File: config.mk
export PLATFORM = sky130hd
export DESIGN_NAME = bcd_display_scanner
export DESIGN_NICKNAME = d
export VERILOG_FILES = /design/src/rtl/bcd_display_scanner_pkg.sv /design/src/rtl/bcd_to_7seg.sv /design/src/rtl/bcd_display_scanner.sv
export SDC_FILE = /design/constraint.sdc
export NUM_CORES = 1
export LEC_CHECK = 0
export CAP_MARGIN = 0
export CORE_MARGIN = 8
export CORE_UTILIZATION = 29
export DETAILED_ROUTE_END_ITERATION = 12
export MAX_ROUTING_LAYER = met4
export SETUP_SLACK_MARGIN = 0.4
export SLEW_MARGIN = 30
export SYNTH_ARGS = -nofsm -noshare
export SYNTH_HDL_FRONTEND = slang
export SYNTH_SLANG_ARGS = --single-unit
File: constraint.sdc
create_clock -name i_Clock -period 2.7 [get_ports i_Clock]
set_input_delay 0.54 -clock i_Clock [delete_from_list [all_inputs] [get_ports i_Clock]]
set_output_delay 0.54 -clock i_Clock [all_outputs]
set_load 0.01 [all_outputs]
File: src/rtl/bcd_display_scanner_pkg.sv
// Shared seven-segment definitions for the multiplexed BCD display scanner.
// Encodings are active-high in g f e d c b a order; drivers invert them for the panel.
package bcd_display_scanner_pkg;

    localparam int SEG_WIDTH = 7;

    // Bit position of each segment inside a segment vector.
    typedef enum int {
        SEG_BIT_A = 0,
        SEG_BIT_B = 1,
        SEG_BIT_C = 2,
        SEG_BIT_D = 3,
        SEG_BIT_E = 4,
        SEG_BIT_F = 5,
        SEG_BIT_G = 6
    } seg_bit_e;

    localparam logic [SEG_WIDTH-1:0] SEG_0     = 7'h3F;
    localparam logic [SEG_WIDTH-1:0] SEG_1     = 7'h06;
    localparam logic [SEG_WIDTH-1:0] SEG_2     = 7'h5B;
    localparam logic [SEG_WIDTH-1:0] SEG_3     = 7'h4F;
    localparam logic [SEG_WIDTH-1:0] SEG_4     = 7'h66;
    localparam logic [SEG_WIDTH-1:0] SEG_5     = 7'h6D;
    localparam logic [SEG_WIDTH-1:0] SEG_6     = 7'h7D;
    localparam logic [SEG_WIDTH-1:0] SEG_7     = 7'h07;
    localparam logic [SEG_WIDTH-1:0] SEG_8     = 7'h7F;
    localparam logic [SEG_WIDTH-1:0] SEG_9     = 7'h6F;
    localparam logic [SEG_WIDTH-1:0] SEG_DASH  = 7'h40;
    localparam logic [SEG_WIDTH-1:0] SEG_BLANK = 7'h00;

endpackage

File: src/rtl/bcd_to_7seg.sv
// Combinational nibble-to-segment decoder with blanking; active-low output.
// Non-decimal nibbles render as a dash so corrupt BCD is visible on the panel.
module bcd_to_7seg
    import bcd_display_scanner_pkg::*;
(
    input  logic [3:0] i_nibble,
    input  logic       i_blank,
    output logic [6:0] o_segments
);

    logic [SEG_WIDTH-1:0] seg_on;

    always_comb begin
        // NOTE: every case arm assigns seg_on and a default covers the rest, so no latch is inferred.
        case (i_nibble)
            4'd0:    seg_on = SEG_0;
            4'd1:    seg_on = SEG_1;
            4'd2:    seg_on = SEG_2;
            4'd3:    seg_on = SEG_3;
            4'd4:    seg_on = SEG_4;
            4'd5:    seg_on = SEG_5;
            4'd6:    seg_on = SEG_6;
            4'd7:    seg_on = SEG_7;
            4'd8:    seg_on = SEG_8;
            4'd9:    seg_on = SEG_9;
            default: seg_on = SEG_DASH;
        endcase
    end

    assign o_segments = ~(i_blank ? SEG_BLANK : seg_on);

endmodule

File: src/rtl/bcd_display_scanner.sv
// Time-multiplexed scanner for a common-anode BCD display with leading-zero blanking.
// New values are double-buffered and only swapped in at a frame boundary to avoid tearing.
module bcd_display_scanner
    import bcd_display_scanner_pkg::*;
#(
    parameter int DECIMAL_DIGITS      = 2,
    parameter int CLKS_PER_DIGIT      = 25000,
    parameter int BLANK_LEADING_ZEROS = 1
) (
    input  logic                        i_Clock,
    input  logic                        i_Rst_L,
    input  logic [DECIMAL_DIGITS*4-1:0] i_BCD,
    input  logic                        i_DV,
    output logic [6:0]                  o_Segments,
    output logic [DECIMAL_DIGITS-1:0]   o_Anode,
    output logic                        o_Frame_Done
);

    localparam int CNT_W = $clog2(CLKS_PER_DIGIT);
    localparam int IDX_W = (DECIMAL_DIGITS > 1) ? $clog2(DECIMAL_DIGITS) : 1;
    localparam int BCD_W = DECIMAL_DIGITS * 4;

    logic [CNT_W-1:0]          counter_q, counter_d;
    logic [IDX_W-1:0]          index_q, index_d;
    logic [BCD_W-1:0]          shadow_q, shadow_d;
    logic [BCD_W-1:0]          display_q, display_d;
    logic                      pending_q, pending_d;
    logic [6:0]                segments_q, segments_d;
    logic [DECIMAL_DIGITS-1:0] anode_q, anode_d;

    logic                      terminal;
    logic                      frame_boundary;
    logic [DECIMAL_DIGITS-1:0] blank_vec;
    logic [3:0]                cur_nibble;
    logic                      cur_blank;

    assign terminal       = (counter_q == CNT_W'(CLKS_PER_DIGIT - 1));
    assign frame_boundary = terminal && (index_q == IDX_W'(DECIMAL_DIGITS - 1));

    always_comb begin
        counter_d = terminal ? '0 : counter_q + CNT_W'(1);
        index_d   = index_q;
        if (terminal) begin
            index_d = (index_q == IDX_W'(DECIMAL_DIGITS - 1)) ? '0 : index_q + IDX_W'(1);
        end
    end

    // A strobe landing on the boundary bypasses the shadow so it is not held for a whole frame.
    always_comb begin
        shadow_d  = shadow_q;
        display_d = display_q;
        pending_d = pending_q;
        if (frame_boundary) begin
            if (i_DV) begin
                display_d = i_BCD;
            end else if (pending_q) begin
                display_d = shadow_q;
            end
            pending_d = 1'b0;
        end else if (i_DV) begin
            shadow_d  = i_BCD;
            pending_d = 1'b1;
        end
    end

    // Scan from the top digit down; a digit blanks only while everything above it is zero.
    always_comb begin
        logic zero_above;
        zero_above = (BLANK_LEADING_ZEROS != 0);
        blank_vec  = '0;
        for (int k = DECIMAL_DIGITS - 1; k > 0; k--) begin
            zero_above   = zero_above && (display_q[k*4 +: 4] == 4'd0);
            blank_vec[k] = zero_above;
        end
    end

    always_comb begin
        cur_nibble = '0;
        cur_blank  = 1'b0;
        anode_d    = '1;
        for (int k = 0; k < DECIMAL_DIGITS; k++) begin
            if (index_q == IDX_W'(k)) begin
                cur_nibble = display_q[k*4 +: 4];
                cur_blank  = blank_vec[k];
                anode_d[k] = 1'b0;
            end
        end
    end

    bcd_to_7seg u_decoder (
        .i_nibble   (cur_nibble),
        .i_blank    (cur_blank),
        .o_segments (segments_d)
    );

    always_ff @(posedge i_Clock) begin
        // NOTE: sequential state uses non-blocking assignments so every flop samples pre-edge values.
        if (!i_Rst_L) begin
            counter_q  <= '0;
            index_q    <= '0;
            shadow_q   <= '0;
            display_q  <= '0;
            pending_q  <= 1'b0;
            segments_q <= ~SEG_BLANK;
            anode_q    <= '1;
        end else begin
            counter_q  <= counter_d;
            index_q    <= index_d;
            shadow_q   <= shadow_d;
            display_q  <= display_d;
            pending_q  <= pending_d;
            segments_q <= segments_d;
            anode_q    <= anode_d;
        end
    end

    assign o_Segments   = segments_q;
    assign o_Anode      = anode_q;
    assign o_Frame_Done = frame_boundary;

endmodule

==> summary.json <==
{
  "leakage_nw": 0.899,
  "sequential_area_um2": 842,
  "final_cell_mix": "41 x dfxtp_1, 24 x o21ai_0, 20 x nor2_1",
  "grt_start_max_net_pins": 20,
  "biggest_fanout_along_the_worst_timing_path": 3,
  "die-area_um2": 9700,
  "setup_repair_after_global_routing_missed_its_margin": "true",
  "post-route-period-util_pct": 90.5,
  "grt.overflow.total": 0,
  "most_common_cell_after_layout_fill_and_taps_aside": "dfxtp_1",
  "clk_latency_ns": 0.29,
  "gp_congestion": 0.788,
  "synth_seq_area_share_pct": 42.6,
  "run_status": "complete, no violations",
  "synth-compound-area-share_pct": 11.9,
  "fp.dieH_um": 98.5,
  "synth_top_family_by_area": "simple AND/OR/NAND/NOR gates",
  "numCtsBuffers": 5,
  "worst_slew_margin_rel_pct": 49.9,
  "post_dp_cell_area_um2": 2310,
  "grt.total_usage_pct": 8.83,
  "hold_slack_ns": 0.457,
  "placement_rows": 30,
  "number_of_maximum_capacitance_constraint_violations": 0,
  "htree_levels": 2,
  "clk_transition_reported_paths_ns": 0.09,
  "synth_cell_types": 36,
  "slew_viol_final": 0,
  "drc": 0,
  "final-hold-violation-count": 0,
  "number_of_cells_on_the_worst_hold_path": 1,
  "synth_async_sr_flop_share_pct": 0,
  "reg2regPathDepth": 4,
  "timing.fmax_ghz": 0.409,
  "synth-edff-count": 0,
  "post_synth_mux_area_share_pct": 7.67,
  "synth-adder-area-share_pct": 3.80,
  "synthSimpleGateAreaFrac_pct": 22.8,
  "route.detailed.wl_per_inst_um": 11.9,
  "viasPerCell": 4.62,
  "final_core_util_pct": 36.1,
  "synth_top_flop_cell": "dfxtp_1",
  "synth.cell_area_um2": 1970,
  "worstHoldPathType": "reg2reg",
  "detailroute.via_count": 1493,
  "tightest_slew_ns": 0.749,
  "wire_length_after_detailed_routing_um": 3830,
  "drt_iter0_markers": 78,
  "endpoint_kind": "output port",
  "fin_total_pwr_w": 0.00112,
  "cts_tree": "done",
  "numClockSinks": 42,
  "clockRootBuffer": "clkbuf_8",
  "antenna_violations_before_repair": 0,
  "multiInputGateArea_um2": 1040,
  "syn_area_per_cell_um2": 9.36,
  "fraction_of_final_layout_cells_sized_beyond_drive_strength_1_pct": 20.2,
  "drt_pre_antenna_iters": 4,
  "yosys.area_share.xor_xnor_pct": 6.21,
  "detailed_place_hpwl_um": 2860,
  "report.final.setup_viol": 0,
  "design.final.nets": 259,
  "finalSetupTns_ns": 0,
  "flip_flop_and_latch_count_after_synthesis": 42,
  "cts-root-to-sink-buffers": 2,
  "holdBufCountCts": 0,
  "worst_path_required_time_ns": 2.16,
  "grt_pass1_wl_um": 6740,
  "period_needed_ns": 2.44,
  "netlist_instances": 211,
  "io_pins": 21,
  "die_width_um": 98.5,
  "power.ir.vdd_worst_v": 0.000160,
  "synth.net_count": 228,
  "fp.coreArea_um2": 6680,
  "first_global_vias": 1454,
  "finalClockSkew_ns": 0.0165,
  "synthesis.yosys.warnings": 0,
  "start_util_pct": 29.6,
  "startpoint_type": "register",
  "cp.arrival_ns": 1.90,
  "buffer_ports.inserted": 20,
  "final_area_um2": 2410,
  "power_density_nw_per_um2": 466,
  "reg_to_reg_slack_setup_ns": 0.62,
  "final.fill_count": 677,
  "flow.area_growth_from_synthesis_pct": 22.2,
  "antenna_violating_nets_post_route": 0,
  "antenna_cell_count": 0,
  "worstSetupPathType": "reg2out"
}
==> synth_stat cells (3+ instances only) <==
master     n  area, um^2
a21boi_1   8        60.1
ha_1       6        75.1
clkbuf_1   5        18.8
xnor2_1   11        96.3
nor2_1    20        75.1
inv_1      7        26.3
o21ai_0   24         120
dfxtp_1   42         841
mux2_2     9         101
nand2_1   15        56.3
nor4_1     3        18.8
nor3_1     4        20.0
xor2_1     3        26.3
nand3_1   14        70.1
nand3_2    8        80.1
mux2i_1    5        50.1
==> routing by layer <==
metal | wire [um] | part of all wire (%) | global-route usage [%]
met1 | 1750 | 46 | 9.94
met4 | 73 | 1.9 | 4.60
met3 | 118 | 3.1 | 2.18
met2 | 1890 | 49 | 14.2
met5 | 0 | 0 | -
==> report_power, final <==
part / leakage, nW / internal, W / switching [W]
clock network: 0.0452 / 0.000182 / 0.000211
registers: 0.344 / 0.000636 / 0.00000756
logic: 0.509 / 0.0000455 / 0.0000422
total: 0.899 / 0.000864 / 0.000261
==> per-stage QoR <==
stage / setup slack, ns / instances
after floorplan: 0.524 / 211
after global placement: 0.0891 / 313
after detailed placement: 0.0868 / 313
after CTS: 0.239 / 323
after global routing: 0.202 / 323
final: 0.257 / 323
==> path summary, 6_finish.rpt <==
kind | start | to
worst max-delay path | counter_q[11]$_SDFF_PP0_ | o_Frame_Done
worst min-delay path | counter_q[0]$_SDFF_PP0_ | counter_q[0]$_SDFF_PP0_
worst max register to register | counter_q[9]$_SDFF_PP0_ | shadow_q[6]$_SDFFE_PN0P_
worst min register to register | counter_q[0]$_SDFF_PP0_ | counter_q[0]$_SDFF_PP0_
==> worst max-delay path, stage by stage, from the launching register on <==
cell and delay [ns]:
dfxtp_1 0.32, or4b_4 0.53, or4_4 0.61, clkinv_8 0.07, buf_6 0.09
==> cell type report <==
| class | count | share of cell area [%] |
|---|---|---|
| Sequential cell | 42 | 34.9 |
| Tap cell | 80 | 4.15 |
| Clock buffer | 6 | 3.01 |
| Inverter | 8 | 1.76 |
| Multi-Input combinational cell | 151 | 42.9 |
| Timing Repair Buffer | 34 | 12.7 |
| Clock inverter | 2 | 0.570 |
==> kinds of logic after synthesis <==
family / count (synthesis)
fa+ha+maj: 6
mux: 14
compound gates: 37
buf+inv: 18
simple gates: 80
flops: 42
xor+xnor: 14
==> state kept, by name, indices dropped and copies added (netlist names) <==
| register | flops |
|---|---|
| counter_q | 15 |
| display_q | 8 |
| shadow_q | 8 |
| o_Segments | 7 |
| o_Anode | 2 |
| index_q | 1 |
| pending_q | 1 |
==> repair_timing <==
action                     CTS  global route
buffers inserted             2             0
setup endpoints to repair    1             4
pin swaps                    2             0
resized for setup            6             1
(Power assumes the default switching activity.)
